$ cat src/rtl/wb_regfile.sv
// wb_regfile: write-back select, 2**ADDR_W x DATA_W register file with bypassed reads, commit trace and retire counter
module wb_regfile #(
  parameter int DATA_W = 32,
  parameter int ADDR_W = 5,
  parameter int CNT_W  = 32
) (
  input  logic              clk,
  input  logic              rst,
  input  logic              RegWrite,
  input  logic              MemToReg,
  input  logic [DATA_W-1:0] mem_data,
  input  logic [DATA_W-1:0] alu_out,
  input  logic [ADDR_W-1:0] rd,
  input  logic [ADDR_W-1:0] rs_addr,
  input  logic [ADDR_W-1:0] rt_addr,
  output logic [DATA_W-1:0] rs_data,
  output logic [DATA_W-1:0] rt_data,
  output logic [DATA_W-1:0] wb_data,
  output logic              commit_valid,
  output logic [ADDR_W-1:0] commit_rd,
  output logic [DATA_W-1:0] commit_data,
  output logic [CNT_W-1:0]  retire_cnt
);
  logic [DATA_W-1:0] regs [2**ADDR_W];
  logic              we;
  assign wb_data = MemToReg ? mem_data : alu_out;
  assign we      = RegWrite && (rd != '0);
  // index 0 reads as zero even when it matches rd, so the bypass never exposes a dropped write
  assign rs_data = (rs_addr == '0) ? '0 : (we && rs_addr == rd) ? wb_data : regs[rs_addr];
  assign rt_data = (rt_addr == '0) ? '0 : (we && rt_addr == rd) ? wb_data : regs[rt_addr];
  always_ff @(posedge clk) begin
    if (rst) begin
      for (int i = 0; i < 2**ADDR_W; i++) regs[i] <= '0;
      commit_valid <= 1'b0;
      commit_rd    <= '0;
      commit_data  <= '0;
      retire_cnt   <= '0;
    end else begin
      commit_valid <= we;
      if (we) begin
        regs[rd]    <= wb_data;
        commit_rd   <= rd;
        commit_data <= wb_data;
        retire_cnt  <= retire_cnt + 1'b1;
      end
    end
  end
endmodule

$ cat config.mk
export PLATFORM = sky130hd
export DESIGN_NAME = wb_regfile
export DESIGN_NICKNAME = d
export VERILOG_FILES = /design/src/rtl/wb_regfile.sv
export SDC_FILE = /design/constraint.sdc
export NUM_CORES = 2
export LEC_CHECK = 0
export CAP_MARGIN = 30
export CELL_PAD_IN_SITES_DETAIL_PLACEMENT = 1
export CELL_PAD_IN_SITES_GLOBAL_PLACEMENT = 2
export CORE_MARGIN = 8
export CORE_UTILIZATION = 44
export CTS_CLUSTER_SIZE = 40
export DETAILED_ROUTE_END_ITERATION = 16
export HOLD_SLACK_MARGIN = 0.15
export PLACE_DENSITY_LB_ADDON = 0.08
export SLEW_MARGIN = 0
export SYNTH_ARGS = -nofsm -noshare
export SYNTH_HDL_FRONTEND = slang
export SYNTH_SLANG_ARGS = --single-unit
$ cat constraint.sdc
create_clock -name clk -period 3.35 [get_ports clk]
set_input_delay 0.67 -clock clk [delete_from_list [all_inputs] [get_ports clk]]
set_output_delay 0.67 -clock clk [all_outputs]
set_load 0.1 [all_outputs]
# ---- Word-level counts from Yosys, hierarchy flattened
# Memory sizes are Yosys's and may differ from the RTL's.
# Cells that the tools add are included.
dict set report classes {
  addsub 1
  multipliers 0
  div_mod_pow 0
  magnitude_cmp 0
  eq_ne 2
  shift 0
  mux 13
  bitwise 0
  n_reduce_logical 7
}
# operator n
set op_table {}
lappend op_table {{2-to-1 mux 32 bit} 6}
lappend op_table {{adder 32 x 1 -> 32 bit, second input constant} 1}
lappend op_table {{OR reduction 32 bit} 1}
lappend op_table {{equality test 5 bit} 2}
lappend op_table {{logical NOT 5 bit} 2}
lappend op_table {{2-to-1 mux 1 bit} 6}
lappend op_table {{2-to-1 mux 5 bit} 1}
lappend op_table {{nonzero test 5 bit} 1}
lappend op_table {{logical AND 1 bit} 3}
dict set report totals {
  regBits 70
  latch_bits 0
  mem_bits_rw 1024
  romBits 0
  memories 1
}
# name depth word_bits rd rd_clocked_by_memory_dff write_ports line_no
set memory_table {}
lappend memory_table {regs 32 32 2 0 32 24} ;# logic [DATA_W-1:0] regs [2**ADDR_W];

# ---- Logic depth before layout (Yosys ltp)
dict set report depth {
  word_depth 7
  ltp_mapped 10
  depth_no_buf 6
}

# ---- Worst setup path before layout
# OpenSTA, ideal clock, no wires.
dict set report synth_timing {
  path_kind {in2out}
  from {in rd[0]}
  to {out rs_data[11]}
  arrival_ps 6427
  t_required_ps 2680
  path_slack_ps -3747
  stages 7
  path_buffers 2
  path_cell_list {buf_2 > xor2_1 > a211oi_1 > a31o_2 > buf_2 > a21oi_1 > a2111oi_0}
}
dict set report synth_between {
  elab_chain_len 5
  word_cells_on_any_way 6
  cone_classes {1 x eq/ne; 2 x mux; 3 x reduce/logical}
}
# item line_no
set synth_rtl {}
lappend synth_rtl {{start, declared} 13} ;# input logic [ADDR_W-1:0] rd,
lappend synth_rtl {{nonzero test 5 bit} 27} ;# assign we = RegWrite && (rd != '0);
lappend synth_rtl {{logical AND 1 bit} 27}
lappend synth_rtl {{logical AND 1 bit (*)} 29} ;# assign rs_data = (rs_addr == '0) ? '0 : (we && rs_addr == rd) ? wb_data : regs[rs_addr];
lappend synth_rtl {{2-to-1 mux 32 bit (*) (2 in a row)} 29}
lappend synth_rtl {{end, declared} 16} ;# output logic [DATA_W-1:0] rs_data,
# Mark *: on every way between the ends. The rest lies on a longest branch, timed or not.

==> results.toml <==
[finish]
layout_common_cells = "1093 x sky130_fd_sc_hd__nor2_1, 1024 x sky130_fd_sc_hd__edfxtp_1, 663 x sky130_fd_sc_hd__buf_4, 471 x sky130_fd_sc_hd__mux4_2, 285 x sky130_fd_sc_hd__buf_12"
final_nets = 5035
layout.cells.most_common = "sky130_fd_sc_hd__nor2_1"
finish.utilization = 0.607
drive_gt1_frac = 0.431
synthToLayoutAreaGrowth_pct = 37.4
final_cell_count_no_fill = 6719
finish.instance_area_um2 = 76900

[critical_path]
crit_buf_inv = 1
cpMostUsedCell = "sky130_fd_sc_hd__mux4_2"
worst_path_max_delay_cell = "sky130_fd_sc_hd__mux4_2"
worstPathCellList = "mux4_2, mux4_2, o211ai_1, o31ai_4, buf_12"
end_kind = "primary output"
critical_path_arrival_ns = 3.18
cp.required_ns = 2.68
critical_path.top_delay_family = "multiplexers"
critical_path.max_fanout = 2
critical_path_class = "register to primary output"
timing.critical_path.from_type = "register"
cp_slowest_stage_delay_ns = 0.59

[pwr]
peakVddDrop_v = 0.000557
cell_internal_pwr_uw = 27100
netSwitchingFraction = 0.301
power.static_leakage_uw = 0.0282
clkPwrFrac = 0.354
power.density_cell_area_nw_per_um2 = 504
p_comb_frac = 0.232
power.net_switching_uw = 11700
seq_power_share = 0.415

[outcome]
run_status = "finished, violations left"
failing_checks = "setup timing"

[global_route]
initial_antenna_violation_count = 10
grt_overflow = 0
grt_pass1_vias = 45900
grt_start_max_net_pins = 87
grt_usage = 0.371
grt_pass1_wl_um = 364000

[clock_tree]
worst_skew_pair.late_latency_ns = 0.76
worst_setup_hold_path_clk_slew_ns = 0.06
numCtsBuffers = 120
cts_max_level = 3
clkSinkCount = 1094
tritoncts = "yes"
clockRootBuffer = "sky130_fd_sc_hd__clkbuf_16"
cts_hold_repair.buffers = 0
clk_path_buf_depth = 3

[synth]
synth-main-ff-cell = "sky130_fd_sc_hd__edfxtp_1"
synth_warnings = 0
synth_sequential_area_ratio = 0.574
ys_types = 74
synth-edff-count = 1024
yosys.area.top_type_share = 0.549
synth_area_leader_cell = "sky130_fd_sc_hd__edfxtp_1"
yosys_register_bits = 1094
avgSynthCellArea_um2 = 13.8
synthCells = 4071
post_synth_main_area_contributors = "sky130_fd_sc_hd__edfxtp_1 55%, sky130_fd_sc_hd__mux4_2 19%, sky130_fd_sc_hd__nor2_1 7.4%"
synth.cell_area_um2 = 56000
asyncSetResetFlopFracSynth = 0

[timing]
timing.final.hold_violations = 0
max_freq_mhz = 260
timing_worst_slew_pin_value_ns = 0.972
final_critical_path_required_period_ns = 3.85
setup_violations = 63
grt_setup_unrepaired = "true"
maxSlewHeadroom = 0.350
final_setup_margin_ns = -0.502
drv_slew = 0
timing.clock.skew_ns = 0.00456
finalCritPeriodShare = 1.15

[detailed_routing]
dr.first_iter.drc_count = 6233
drc_viols = 0
drt-pass1-iter-count = 5
routed-via-count = 45000
routed_wl_um = 267000
drt-wirelength-per-cell_um = 39.8
route.detailed.vias_per_inst = 6.69
antenna_left = 0

[floorplanning]
floorplan.die_area_um2 = 139000
std_cell_rows = 131
floorplan.die.height_um = 373
fp.dieW_um = 373
core_area_um2 = 127000
io_pins = 249
initial_utilization = 0.441

[run]
cap_violations = 0

[place]
post-dp-hpwl_um = 180000
port-buffer-count = 248
area_after_detailed_placement_um2 = 68700
place.detailed.instances = 6328
place.gp.congestion = 0.947

[worst_hold_path]
min_delay_path_class = "primary input to register"
-- final timing paths --
check                start              to  depth (start not counted)  slack, ns
max           regs[31][12]     rs_data[12]                          5      -0.50
min                    rst     regs[0][27]                          1       0.31
max reg2reg  retire_cnt[9]  retire_cnt[27]                          5       1.23
min reg2reg   commit_rd[4]    commit_rd[4]                          2       0.47
-- registers in the layout, indices dropped and copies added (netlist names) --
signal / count
commit_data: 32
regs: 1024
commit_rd: 5
retire_cnt: 32
commit_valid: 1
-- synth_stat cells, drive strengths merged, types with 41 or more instances --
cell / instances
mux4: 471
dfxtp: 70
edfxtp: 1024
clkbuf: 264
buf: 156
a22oi: 63
o21ai: 48
mux2i: 162
nand2b: 46
nand2: 98
a21oi: 48
nor2: 1106
a221oi: 56
inv: 48
o22ai: 41
a211oi: 48
-- layout make-up --
| cell class | count | area (um2) |
|---|---|---|
| Clock buffer | 163 | 3290 |
| Tap cell | 1662 | 2080 |
| Timing Repair Buffer | 1147 | 13400 |
| Antenna cell | 3 | 7.51 |
| Fill cell | 11800 | 49900 |
| Clock inverter | 62 | 672 |
| Multi-Input combinational cell | 2538 | 25100 |
| Sequential cell | 1094 | 32200 |
| Inverter | 50 | 228 |
-- metrics by stage --
step           hold slack, ns  setup slack (ns)  setup TNS (ns)  total power, uW
3_3_place_gp            0.453            -0.761          -69.94            24300
4_1_cts                 0.260            -0.488           -7.22            38500
5_1_grt                 0.295            -0.503          -10.62            39500
2_1_floorplan           0.885            -0.425           -6.40            20500
3_5_place_dp            0.461            -0.757          -85.54            24400
6_report                0.309            -0.502           -9.90            38800
-- timing repair --
| item | 4_1_cts | 5_1_grt |
|---|---|---|
| cloned | 15 | 4 |
| endpoints found under the setup margin | 64 | 64 |
| resized for setup | 428 | 180 |
| pin swaps | 96 | 84 |
| buffers inserted | 107 | 75 |
-- metal layers --
metal / wire [um] / up-vias / GRT usage / part of all wire
met2: 123000 / 3244 / 0.585 / 0.46
met5: 55 / - / 0 / 0.00021
met1: 93600 / 23500 / 0.456 / 0.35
met4: 18800 / 8 / 0.222 / 0.070
met3: 31800 / 819 / 0.107 / 0.12
li1: - / 17400 / - / -
-- logic make-up (layout without fill, tap and decap cells) --
group,count (synthesis),in the layout,synth area share
XOR/XNOR,30,30,0.00469
AND/OR/NAND/NOR,1393,1393,0.103
other,1,35,0.0000670
adder cells (fa/ha/maj),1,1,0.000223
buffers and inverters,470,1422,0.0391
multiplexers,643,643,0.220
AO/OA/AOI/OAI,439,439,0.0584
flip-flops,1094,1094,0.574
-- power by group through the flow --
| stage | clock, uW | combinational, uW | sequential, uW |
|---|---|---|---|
| floorplan | 0 | 4060 | 16400 |
| global placement | 0 | 8030 | 16300 |
| detailed placement | 0 | 8060 | 16300 |
| CTS | 13800 | 8610 | 16100 |
| global route | 14200 | 9110 | 16200 |
| finish | 13700 | 8990 | 16100 |
Power figures use the tool's default switching activity.
